### src/rtl/mmio_pkg.sv
// Shared types and constants for the MMIO interconnect.
// FSM state encoding, default region map and error counter width.
package mmio_pkg;

  typedef enum logic [1:0] {
    StIdle,
    StWait,
    StResp
  } state_e;

  // Default region indices (top address bits)
  localparam int unsigned SEL_MEM     = 0;
  localparam int unsigned SEL_LCD     = 1;
  localparam int unsigned SEL_VRAM    = 2;
  localparam int unsigned SEL_PALETTE = 3;

  localparam int unsigned ERR_COUNT_W = 8;

endpackage

### src/rtl/mmio_addr_decode.sv
// Combinational region decoder: top SEL_BITS of the address give the slave index;
// hit is low when the index has no slave behind it.
module mmio_addr_decode #(
  parameter int unsigned NUM_SLAVES = 4,
  parameter int unsigned SEL_BITS   = 2,
  parameter int unsigned ADDR_W     = 32
) (
  input  logic [ADDR_W-1:0]   addr_i,
  output logic [SEL_BITS-1:0] idx_o,
  output logic                hit_o
);

  logic unused_addr_low;

  assign idx_o = addr_i[ADDR_W-1 -: SEL_BITS];
  assign hit_o = 32'(idx_o) < NUM_SLAVES;

  // Offset bits are not part of region selection
  assign unused_addr_low = ^addr_i[ADDR_W-SEL_BITS-1:0];

endmodule

### src/rtl/mmio_interconnect.sv
// CPU-to-peripheral MMIO interconnect: region decode, one outstanding request,
// valid/ready toward the slave. Optional slave timeout via MMIO_TIMEOUT_EN.
module mmio_interconnect
  import mmio_pkg::*;
#(
  parameter int unsigned NUM_SLAVES = 4,
  parameter int unsigned SEL_BITS   = 2,
  parameter int unsigned ADDR_W     = 32,
  parameter int unsigned DATA_W     = 32,
  parameter int unsigned TIMEOUT    = 64
) (
  input  logic                         clk,
  input  logic                         rst,
  input  logic                         req_valid,
  output logic                         req_ready,
  input  logic [ADDR_W-1:0]            req_addr,
  input  logic [DATA_W-1:0]            req_wdata,
  input  logic [DATA_W/8-1:0]          req_wstrb,
  output logic                         resp_valid,
  output logic [DATA_W-1:0]            resp_rdata,
  output logic                         resp_err,
  output logic [NUM_SLAVES-1:0]        s_valid,
  output logic [ADDR_W-1:0]            s_addr,
  output logic [DATA_W-1:0]            s_wdata,
  output logic [DATA_W/8-1:0]          s_wstrb,
  input  logic [NUM_SLAVES-1:0]        s_ready,
  input  logic [NUM_SLAVES*DATA_W-1:0] s_rdata,
  output logic [ERR_COUNT_W-1:0]       err_count
);

  localparam int unsigned StrbW = DATA_W / 8;

  state_e                 state_q, state_d;
  logic [ADDR_W-1:0]      addr_q, addr_d;
  logic [DATA_W-1:0]      wdata_q, wdata_d;
  logic [StrbW-1:0]       wstrb_q, wstrb_d;
  logic [SEL_BITS-1:0]    idx_q, idx_d;
  logic [DATA_W-1:0]      rdata_q, rdata_d;
  logic                   err_q, err_d;
  logic [ERR_COUNT_W-1:0] err_cnt_q, err_cnt_d;

  logic [SEL_BITS-1:0]    dec_idx;
  logic                   dec_hit;
  logic                   sel_ready;
  logic [DATA_W-1:0]      sel_rdata;
  logic                   timeout;

  mmio_addr_decode #(
    .NUM_SLAVES (NUM_SLAVES),
    .SEL_BITS   (SEL_BITS),
    .ADDR_W     (ADDR_W)
  ) u_decode (
    .addr_i (req_addr),
    .idx_o  (dec_idx),
    .hit_o  (dec_hit)
  );

  // Route the latched slave's ready/rdata; other slaves' signals are ignored
  always_comb begin
    s_valid   = '0;
    sel_ready = 1'b0;
    sel_rdata = '0;
    for (int unsigned i = 0; i < NUM_SLAVES; i++) begin
      if (idx_q == SEL_BITS'(i)) begin
        s_valid[i] = (state_q == StWait);
        sel_ready  = s_ready[i];
        sel_rdata  = s_rdata[i*DATA_W +: DATA_W];
      end
    end
  end

`ifdef MMIO_TIMEOUT_EN
  localparam int unsigned CntW = $clog2(TIMEOUT + 1);

  logic [CntW-1:0] wait_cnt_q, wait_cnt_d;

  always_comb begin
    wait_cnt_d = wait_cnt_q;
    if (state_q == StIdle) begin
      wait_cnt_d = '0;
    end else if (state_q == StWait) begin
      wait_cnt_d = wait_cnt_q + 1'b1;
    end
  end

  // Counter holds the number of WAIT cycles already elapsed before this one
  assign timeout = (state_q == StWait) && (wait_cnt_q == CntW'(TIMEOUT - 1));

  always_ff @(posedge clk or posedge rst) begin
    if (rst) begin
      wait_cnt_q <= '0;
    end else begin
      wait_cnt_q <= wait_cnt_d;
    end
  end
`else
  logic unused_timeout;

  assign timeout        = 1'b0;
  assign unused_timeout = (TIMEOUT == 0);
`endif

  always_comb begin
    state_d   = state_q;
    addr_d    = addr_q;
    wdata_d   = wdata_q;
    wstrb_d   = wstrb_q;
    idx_d     = idx_q;
    rdata_d   = rdata_q;
    err_d     = err_q;
    err_cnt_d = err_cnt_q;
    unique case (state_q)
      StIdle: begin
        if (req_valid) begin
          addr_d  = req_addr;
          wdata_d = req_wdata;
          wstrb_d = req_wstrb;
          idx_d   = dec_idx;
          if (dec_hit) begin
            state_d = StWait;
          end else begin
            state_d = StResp;
            rdata_d = '0;
            err_d   = 1'b1;
          end
        end
      end
      StWait: begin
        // A ready in the timeout cycle still completes normally
        if (sel_ready) begin
          state_d = StResp;
          rdata_d = (wstrb_q != '0) ? '0 : sel_rdata;
          err_d   = 1'b0;
        end else if (timeout) begin
          state_d = StResp;
          rdata_d = '0;
          err_d   = 1'b1;
        end
      end
      StResp: begin
        state_d = StIdle;
        rdata_d = '0;
        err_d   = 1'b0;
        if (err_q && (err_cnt_q != '1)) begin
          err_cnt_d = err_cnt_q + 1'b1;
        end
      end
      default: begin
        state_d = StIdle;
      end
    endcase
  end

  always_ff @(posedge clk or posedge rst) begin
    if (rst) begin
      state_q   <= StIdle;
      addr_q    <= '0;
      wdata_q   <= '0;
      wstrb_q   <= '0;
      idx_q     <= '0;
      rdata_q   <= '0;
      err_q     <= 1'b0;
      err_cnt_q <= '0;
    end else begin
      state_q   <= state_d;
      addr_q    <= addr_d;
      wdata_q   <= wdata_d;
      wstrb_q   <= wstrb_d;
      idx_q     <= idx_d;
      rdata_q   <= rdata_d;
      err_q     <= err_d;
      err_cnt_q <= err_cnt_d;
    end
  end

  assign req_ready  = (state_q == StIdle);
  assign resp_valid = (state_q == StResp);
  assign resp_rdata = rdata_q;
  assign resp_err   = err_q;
  assign s_addr     = addr_q;
  assign s_wdata    = wdata_q;
  assign s_wstrb    = wstrb_q;
  assign err_count  = err_cnt_q;

endmodule

### config.mk
export PLATFORM = sky130hd
export DESIGN_NAME = mmio_interconnect
export DESIGN_NICKNAME = d
export VERILOG_FILES = /design/src/rtl/mmio_pkg.sv /design/src/rtl/mmio_addr_decode.sv /design/src/rtl/mmio_interconnect.sv
export SDC_FILE = /design/constraint.sdc
export NUM_CORES = 1
export LEC_CHECK = 0
export BUFFER_PORTS_ARGS = -buffer_cell sky130_fd_sc_hd__buf_4
export CAP_MARGIN = 10
export CORE_AREA = 2 2 123 125
export CTS_CLUSTER_DIAMETER = 150
export CTS_CLUSTER_SIZE = 8
export DETAILED_ROUTE_END_ITERATION = 10
export DIE_AREA = 0 0 125 127
export PLACE_DENSITY = 0.68
export SETUP_SLACK_MARGIN = 0.3
export SKIP_LAST_GASP = 1
export SLEW_MARGIN = 40
export SYNTH_ARGS = -nofsm -noshare
export SYNTH_HDL_FRONTEND = slang
export SYNTH_SLANG_ARGS = --single-unit
### constraint.sdc
create_clock -name clk -period 4.8 [get_ports clk]
set_input_delay 1.2 -clock clk [delete_from_list [all_inputs] [get_ports clk]]
set_output_delay 1.2 -clock clk [all_outputs]
set_load 0.02 [all_outputs]
; ---- Word-level counts from Yosys, hierarchy flattened
; Cells that the tools add are included.
[totals]
out_inout_bits = 115
inputBits = 203
wordCells = 46
reg_bits = 113
[op_classes]
muxes = 20
n_eq_ne = 8
n_addsub = 1
reduce_logical = 9
[op_table]
columns = cell, count
row1 = $mux 32, 6
row2 = $pmux 32 s2, 1
row3 = $mux 1, 9
row4 = $add 8x1->8 const B, 1
row5 = $ne 8x8->1 const B, 1
row6 = $reduce_and 2->1, 4
row7 = $eq 2x2->1 const B, 3
row8 = $eq 2x1->1 const B, 2
row9 = $logic_not 2->1, 2
row10 = $mux 2, 2
row11 = $ne 2x2->1 const B, 2
row12 = $pmux 2 s2, 1
row13 = $reduce_bool 4->1, 1
row14 = $pmux 1 s2, 1
row15 = $reduce_bool 2->1, 1
row16 = $logic_and 1x1->1, 1

; ---- Logic depth before layout (Yosys ltp)
[logic_depth]
depth_word = 8
depth_mapped = 6
mapped_depth_nobuf = 3

; ---- Modules after synthesis
; From an unflattened synthesis, not the netlist that was laid out.
[hier_totals]
cells_unflattened = 360
area_unflattened_um2 = 5457.7
[modules_own_cells]
columns = mod, seq_area_each_um2, instances, cells_each, area_per_inst_um2
row1 = mmio_interconnect, 2827.7, 1, 356, 5431.5
row2 = mmio_addr_decode, 0.0, 1, 4, 26.3

; ---- Worst setup path before layout
; Ideal clock, no wire load.
[synth_timing]
kind = reg-to-output
from = register idx_q[1]
to = output port s_valid[0]
n_path_buf = 1
t_arrival_ps = 1326
required_ps = 3600
path_stages_with_launch = 4
slack_ps = 2274
cell_sequence = dfrtp_1 -> buf_6 -> or3b_4 -> nor2_1
[synth_via]
elab_chain_len = 2
[synth_rtl]
columns = item, line_no
row1 = "start, declared", mmio_interconnect.sv:37  ; logic [SEL_BITS-1:0] idx_q, idx_d;
row2 = "start signal, assigned", mmio_interconnect.sv:169  ; idx_q <= idx_d;
row3 = $logic_not 2->1, mmio_interconnect.sv:64  ; if (idx_q == SEL_BITS'(i)) begin
row4 = $mux 1, mmio_interconnect.sv:64
row5 = "end, declared", mmio_interconnect.sv:22  ; output logic [NUM_SLAVES-1:0] s_valid,
; Every way passes these cells.

; ---- Worst setup path after layout
; Ends and elaborated chain as after synthesis.

==> flow_summary.yaml <==
timing:
  min_period_over_period_pct: 62.7
  slew-limit-headroom_pct: 52.8
  fmax_mhz: 332
  clock_skew_ps: 7.22
  rsz0062_at_grt: "false"
  hold_viol: 0
  fin_crit_ps: 3010
  worstMarginPinSlew_ps: 708
  finalSetupViolations: 0
  holdWs_ps: 509
  finalSetupTns_ps: 0
  drv_slew: 0
floorplanning:
  die_h_um: 127
  core_area_um2: 14400
  rows: 44
  die-width_um: 125
  dieArea_um2: 15900
  start_util_pct: 35.5
  io-pin-count: 318
outcome:
  status: "complete, no violations"
cts:
  cts_tree: "built"
  insertion_delay_ps: 350
  holdBufCountCts: 0
  post-cts-setup-buffer-count: 0
  h-tree-depth: 3
  cts.sinks: 102
  ctsResizeCount: 0
  clk_pin_slew_worst_paths_ps: 70
  cts_root_buf: "clkbuf_16"
  cts_buffers: 9
  clockBufferDepth: 2
placement:
  io_buffers: 308
  dp_hpwl_um: 11800
  gp_congestion: 0.793
layout:
  area_growth_pct: 52.7
  final_cell_mix: "314 x buf_4, 100 x dfrtp_1, 71 x mux2_2"
  fin_nets: 823
  drive_above_1_share_pct: 75.4
  final_common_cell: "buf_4"
  fillers: 1231
  num_antenna_cells: 0
routing:
  via_per_inst: 4.83
  routed_wl_um: 15000
  wl_per_cell_um: 18.5
  route.detailed.drc: 0
  vias: 3904
  drt_first_pass_iters: 4
  detail-route-antenna-nets: 0
  drt_iter0_drc: 95
synthesis:
  synthDistinctLibCells: 22
  ys_seq_area_share_pct: 49.9
  synth_seq_cells: 102
  synth_area_leader_cell: "dfrtp_1"
  synth_top_cell_area_share_pct: 49.9
  synth.area.top_cells: "dfrtp_1 50%, mux2_2 16%, mux4_2 14%"
  ys_warn_count: 0
  synth_area_per_cell_um2: 15.9
  syn_inst: 321
  syn-cell-area_um2: 5120
worst_setup_path:
  crit_required_ps: 3600
  crit_path_max_fanout: 37
  worst_ep_arrival_time_ps: 1810
  crit_path_end_kind: "output pin"
  startpoint_type: "flip-flop"
  critical_path_class: "reg2out"
power_and_ir_drop:
  cellPowerDensity_nw_per_um2: 636
  ir_worst_vdd_mv: 0.342
  p_total_mw: 4.97
  p_leak_nw: 3.91
global_routing:
  grt_usage_pct: 19.0
  grt_pass1_wl_um: 23600
  gr-total-overflow: 0
  grt_max_degree: 77
  grt_pass1_vias: 4479
  antenna_found_initial: 0
min_path:
  worstHoldPathType: "reg2reg"
run:
  cap_violations: 0
## Yosys cell counts (all sizes together)
library cell,n
and2,1
mux4,32
nor4,1
nor2,5
clkbuf,9
nand2b,1
o221ai,1
dfrtp,102
buf,25
a31o,1
inv,4
nand3b,1
o22ai,1
conb,1
mux2i,2
mux2,101
and3,32
or3b,1
## stage by stage
stage | cell area (um^2) | instances | setup WS (ps) | utilization (%)
4_1_cts | 7810 | 809 | 1570 | 54.2
6_report | 7820 | 809 | 1790 | 54.2
3_5_place_dp | 7500 | 793 | 1780 | 52.0
2_1_floorplan | 5150 | 329 | 925 | -
5_1_grt | 7820 | 809 | 1640 | 54.2
3_3_place_gp | 7500 | 793 | 1830 | 52.0
## cells by family (layout without fill, tap and decap cells)
logic type,count (synthesis),count (layout),synth area share [%]
AOI/OAI and AO/OA,3,3,0.807
buffers and inverters,38,334,5.21
DFF,102,102,49.9
muxes,135,135,39.0
other,1,9,0.0733
and+or+nand+nor,42,42,5.01
## final timing paths
path	depth (start not counted)	slack [ps]	endpoint	start
max in group asynchronous	3	3000	s_wdata[27]$_DFFE_PP0P_	rst
hold reg to reg	1	510	s_wdata[24]$_DFFE_PP0P_	s_wdata[24]$_DFFE_PP0P_
setup / recovery	3	1790	s_valid[0]	idx_q[1]$_DFFE_PP0P_
min in group asynchronous	2	970	s_addr[14]$_DFFE_PP0P_	rst
setup reg to reg	5	1870	resp_rdata[14]$_DFFE_PP0P_	s_addr[30]$_DFFE_PP0P_
hold / removal	1	510	s_wdata[24]$_DFFE_PP0P_	s_wdata[24]$_DFFE_PP0P_
## layout make-up
type / instances / area (um^2) / area share, %
clock inverters: 5 / 81.3 / 1.04
inverters: 4 / 20.0 / 0.256
well taps: 184 / 230 / 2.95
repair buffers: 314 / 2360 / 30.2
flip-flops and latches: 102 / 2560 / 32.7
multi-input cells: 189 / 2340 / 29.9
clock buffers: 11 / 233 / 2.98
## sequential cells by signal, indices dropped and copies added, names as in the netlist
register    cells
resp_rdata     32
s_wdata        32
s_addr         31
s_wstrb         4
state_q         2
idx_q           1
## routing by layer
layer	share of wire [%]	wire [um]	vias to the layer above	global-route usage, %
met4	2.3	350	0	6.47
li1	-	-	1773	-
met5	0	0	-	0
met2	53	7940	169	34.0
met3	6.6	993	30	5.53
met1	38	5700	1932	21.8
## report_power, final
part | switching [mW] | leakage, nW | internal (mW)
registers | 0.333 | 1.26 | 1.26
clock network | 0.316 | 0.150 | 0.458
logic | 1.21 | 2.50 | 1.38
total | 1.86 | 3.91 | 3.10
## critical path, stage by stage, from the launching register on
cell and delay [ps]:
dfrtp_4 690, or3b_4 500, nor2_1 110, buf_4 160
Note: power is estimated with default switching activity, not from simulation.
